### src/rtl/fifo_read_pkg.sv
// fifo_read_pkg: shared packed-sample word layout and consumer FSM states
package fifo_read_pkg;
  localparam int SAMPLE_W = 12;
  localparam int WORD_W = 32;
  localparam int SAMPLE0_LSB = 0;
  localparam int SAMPLE1_LSB = 16;
  localparam logic [WORD_W-1:0] PAD0_MASK = 32'h0000_F000;
  localparam logic [WORD_W-1:0] PAD1_MASK = 32'hF000_0000;
  typedef enum logic [1:0] {IDLE, READ, WAIT_DATA, OUTPUT} state_t;
  function automatic logic pad_error(input logic [WORD_W-1:0] w);
    return |(w & (PAD0_MASK | PAD1_MASK));
  endfunction
endpackage

### src/rtl/sat_counter.sv
// sat_counter: W-bit saturating incrementer with synchronous reset
module sat_counter #(
  parameter int W = 16
) (
  input  logic         clk,
  input  logic         reset,
  input  logic         inc,
  output logic [W-1:0] count
);
  always_ff @(posedge clk)
    count <= reset ? '0 : (inc && !(&count)) ? count + 1'b1 : count;
endmodule

### src/rtl/fifo_read.sv
// fifo_read: paced Avalon-MM FIFO pop and unpack into two 12-bit samples
module fifo_read
  import fifo_read_pkg::*;
#(
  parameter int READ_LATENCY = 1,
  parameter int CNT_W = 16
) (
  input  logic                clk,
  input  logic                reset,
  input  logic                mode,
  input  logic                req,
  input  logic                fifo_empty,
  output logic                fifo_out_read,
  input  logic                fifo_out_waitrequest,
  input  logic [WORD_W-1:0]   fifo_out_readdata,
  output logic [SAMPLE_W-1:0] sample0,
  output logic [SAMPLE_W-1:0] sample1,
  output logic                sample_valid,
  output logic                busy,
  output logic [CNT_W-1:0]    underrun_count,
  output logic [CNT_W-1:0]    missed_count,
  output logic                format_error
);
  localparam logic [2:0] LAT = 3'(READ_LATENCY);
  state_t     state;
  logic       req_q, pending, rise, service;
  logic [2:0] lat_cnt;
  assign rise = req && !req_q && !mode;
  assign service = state == IDLE && pending && !mode;
  always_ff @(posedge clk) begin
    req_q <= reset ? 1'b0 : req;
    pending <= reset || mode ? 1'b0 : rise || (pending && !service);
  end
  sat_counter #(.W(CNT_W)) u_underrun (
    .clk(clk), .reset(reset), .inc(service && fifo_empty), .count(underrun_count)
  );
  sat_counter #(.W(CNT_W)) u_missed (
    .clk(clk), .reset(reset), .inc(rise && pending && !service), .count(missed_count)
  );
  always_ff @(posedge clk) begin
    if (reset) begin
      state <= IDLE;
      fifo_out_read <= 1'b0;
      sample0 <= '0;
      sample1 <= '0;
      sample_valid <= 1'b0;
      busy <= 1'b0;
      format_error <= 1'b0;
      lat_cnt <= '0;
    end else begin
      sample_valid <= 1'b0;
      case (state)
        IDLE: if (service && !fifo_empty) begin
          state <= READ;
          fifo_out_read <= 1'b1;
          busy <= 1'b1;
        end
        READ: if (!fifo_out_waitrequest) begin
          state <= WAIT_DATA;
          fifo_out_read <= 1'b0;
          lat_cnt <= 3'd1;
        end
        WAIT_DATA: if (lat_cnt == LAT) begin
          state <= OUTPUT;
          sample0 <= fifo_out_readdata[SAMPLE0_LSB +: SAMPLE_W];
          sample1 <= fifo_out_readdata[SAMPLE1_LSB +: SAMPLE_W];
          sample_valid <= 1'b1;
          format_error <= format_error || pad_error(fifo_out_readdata);
        end else lat_cnt <= lat_cnt + 3'd1;
        default: begin
          state <= IDLE;
          busy <= 1'b0;
        end
      endcase
    end
  end
endmodule

### config.mk
export PLATFORM = sky130hd
export DESIGN_NAME = fifo_read
export DESIGN_NICKNAME = d
export VERILOG_FILES = /design/src/rtl/fifo_read_pkg.sv /design/src/rtl/sat_counter.sv /design/src/rtl/fifo_read.sv
export SDC_FILE = /design/constraint.sdc
export NUM_CORES = 1
export LEC_CHECK = 0
export ABC_CLOCK_PERIOD_IN_PS = 1800
export CORE_UTILIZATION = 40
export DETAILED_ROUTE_END_ITERATION = 16
export GPL_TIMING_DRIVEN = 0
export PLACE_DENSITY = 0.74
export SLEW_MARGIN = 20
export SYNTH_ARGS = -nofsm -noshare
export SYNTH_HDL_FRONTEND = slang
export SYNTH_SLANG_ARGS = --single-unit
export TNS_END_PERCENT = 30
### constraint.sdc
create_clock -name clk -period 1.8 [get_ports clk]
set_clock_uncertainty 0.1 [all_clocks]
set_input_delay 0.18 -clock clk [delete_from_list [all_inputs] [get_ports clk]]
set_output_delay 0.18 -clock clk [all_outputs]
set_load 0.01 [all_outputs]
==> out/metrics.yaml <==
die:
  design.core.area_sq_mm: 0.00694
  die_area_sq_mm: 0.00768
  rows: 30
  chipWidth_um: 87.6
  start_util_pct: 42.2
  die_y_um: 87.6
  io_pins: 98
hold_path:
  hold_class: "in -> reg"
power:
  p_leak_nw: 1.55
  power.total_mw: 3.66
  p_per_area_mw_per_mm2: 817
  ir_worst_vdd_mv: 0.381
outcome:
  violations: "negative setup slack"
  status: "finished, violations left"
cts:
  cts_tree: "yes"
  path_clk_slew_ns: 0.08
  cts_buffer_depth: 2
  clk_latency_ns: 0.34
  root_buffer: "clkbuf_8"
  cts_buffers: 9
  cts_hold_buffers: 0
  numClockSinks: 67
  cts_max_level: 3
worst_setup_path:
  crit_fanout: 6
  cp-end-kind: "register"
  crit_slowest_cell: "dfxtp_2"
  r2r_start: "state[1]$_SDFFE_PP0P_"
  crit_end: "state[1]$_SDFFE_PP0P_"
  required_ns: 1.90
  worstPathArrival_ns: 1.92
  slowest_delay_ns: 0.33
  path_cells: "inv_2 -> ha_4 -> buf_4 -> nand3b_1 -> o21a_1 -> and3b_2 -> mux2i_1 -> nor2_1"
  regToRegSetupSlack_ns: -0.02
  crit_type: "reg -> reg"
  cp-start-kind: "register"
  r2r-end: "state[1]$_SDFFE_PP0P_"
  reg2reg_depth: 8
  crit_path_start: "state[1]$_SDFFE_PP0P_"
routing:
  wirelength_um: 7570
  ant_nets: 0
  topRoutingLayerUsed: "met4"
  drt_drc_violations_left: 0
  drt-initial-drc-count: 74
  wl_met3_um: 543
  wl_met1_um: 3300
  met2WireLength_um: 3570
  wl_per_cell_um: 13.4
  first_pass_iters: 4
  vias: 2844
  avgViaCountPerCell: 5.02
synthesis:
  synth_edf_count: 0
  synth_nets: 393
  ys_warn_count: 0
  synth-seq-area-share_pct: 45.8
  synth_area_sq_mm: 0.00293
  synth_area_per_cell_sq_um: 8.42
  synthArstFlopShare_pct: 0
  synth_cell_types: 46
  synth-main-ff-cell: "dfxtp_1"
  synth_cells: 348
  ys_ff_latch: 67
sta:
  timing.fmax_mhz: 550
  slew_violations: 0
  worstMarginPinSlew_ns: 0.589
  final-hold-violation-count: 0
  setup_tns_ns: -0.0363
  fin_crit_ns: 1.82
  rsz0062_at_grt: "yes"
  max_slew_margin_pct: 60.7
  fin_ws_ns: -0.0183
  period_share_pct: 101
  setup_viol: 3
global_route:
  grt_usage_pct: 19.3
  grt_max_degree: 12
  grt_pass1_wl_um: 11400
  overflow: 0
  grt_pass1_vias: 2566
  antenna_found_initial: 0
cells_and_area:
  n_antenna_cell: 0
  drive_above_1_share_pct: 14.0
  nNetsFinal: 510
  syn_to_final_growth_pct: 53.0
job:
  drv_cap: 0
placement:
  detailed_place_hpwl_um: 5190
  gp_congestion: 0.787
  io_buffers: 96
==> sequential cells by signal, indices dropped and copies added (netlist names) <==
name / flops
fifo_out_read: 1
req_q: 1
busy: 1
sample0: 12
u_underrun.count: 16
sample_valid: 1
lat_cnt: 3
u_missed.count: 16
sample1: 12
state: 2
format_error: 1
pending: 1
==> synthesized netlist by cell type, types with 2 or more instances <==
cell type	instances	area, sq um
a211oi_1	5	37.5
a21oi_1	35	175
a311oi_1	2	17.5
and2_1	3	18.8
and3_1	2	12.5
and4_1	3	26.3
buf_2	4	20.0
clkbuf_1	9	33.8
dfxtp_1	67	1340
ha_1	7	87.6
inv_1	10	37.5
mux2i_1	2	20.0
nand2_1	61	229
nand3_1	10	50.1
nand3b_1	2	15.0
nand4_1	14	87.6
nor2_1	44	165
nor2b_1	5	31.3
nor3_1	7	35.0
nor4_1	3	18.8
nor4_2	2	25.0
o21ai_0	5	25.0
xnor2_1	8	70.1
xor2_1	16	140
==> layout by cell type (no fill, tap or decap), types with 10 or more instances in the layout <==
master and count:
clkbuf_8 10, dfxtp_1 61, clkdlybuf4s50_1 96, buf_4 12
nand2_1 61, nand4_1 14, nand3_1 10, nor2_1 42
xor2_1 15, a21oi_1 34
==> worst min path at each step <==
stage                                             to  depth (start not counted)  slack [ns]                    start
finish              u_underrun.count[3]$_SDFFE_PP0P_                          2         0.1                    reset
global route        u_underrun.count[5]$_SDFFE_PP0P_                          2        0.13                    reset
CTS                 u_underrun.count[1]$_SDFFE_PP0P_                          2         0.1                    reset
detailed placement           sample0[8]$_SDFFE_PP0P_                          2        0.35  sample0[8]$_SDFFE_PP0P_
global placement             sample1[1]$_SDFFE_PP0P_                          2        0.34  sample1[1]$_SDFFE_PP0P_
floorplan                         pending$_SDFF_PP0_                          1        0.16                     mode
==> area by class of cell <==
type | instances | area [sq um]
timing repair buffer | 108 | 1050
sequential | 67 | 1350
tap | 96 | 120
multi-input combinational | 255 | 1600
clock inverter | 5 | 100
buffer | 14 | 81.3
clock buffer | 11 | 141
fill | 565 | 2460
inverter | 10 | 37.5
==> routing by layer <==
layer  vias to the layer above  track usage (%)
met4                         0             9.39
met1                      1305             23.1
met2                        99             32.6
met5                         -                0
met3                        13             4.62
li1                       1427                -
==> critical path: cells and delay by family, from the launching register on <==
kind                       cells  cell delay, ns
muxes                          1            0.22
adders and majority gates      1            0.18
AOI/OAI and AO/OA              1            0.21
DFF                            1            0.33
buffers and inverters          2            0.20
and+or+nand+nor                3            0.45
==> power by group <==
part / switching, mW / internal (mW) / leakage (nW)
Combinational: 0.268 / 0.315 / 0.880
Sequential: 0.0352 / 1.52 / 0.543
Clock: 0.567 / 0.954 / 0.123
Total: 0.870 / 2.79 / 1.55
==> cells by family after synthesis <==
| group | after synthesis | synth area share [%] |
|---|---|---|
| flops | 67 | 45.8 |
| buf+inv | 26 | 3.88 |
| mux | 2 | 0.683 |
| compound gates | 56 | 11.3 |
| xor+xnor | 24 | 7.17 |
| simple gates | 166 | 28.2 |
| fa+ha+maj | 7 | 2.99 |
==> timing repair <==
action / CTS / global route
setup buffers: 7 / 4
pin swaps: 5 / 9
cloned: 0 / 1
setup endpoints to repair: 43 / 46
resized for setup: 14 / 31
==> metrics by stage <==
stage / cell area, sq um / instances / hold slack, ns / setup slack [ns] / utilization [%]
after floorplan: 2930 / 348 / 0.159 / 0.0498 / -
after global placement: 4010 / 540 / 0.342 / -0.199 / 57.8
after detailed placement: 4010 / 540 / 0.346 / -0.260 / 57.8
after CTS: 4340 / 562 / 0.0957 / -0.0963 / 62.4
after global routing: 4480 / 566 / 0.132 / -0.125 / 64.6
final: 4480 / 566 / 0.0998 / -0.0183 / 64.6
Power figures use the tool's default switching activity.
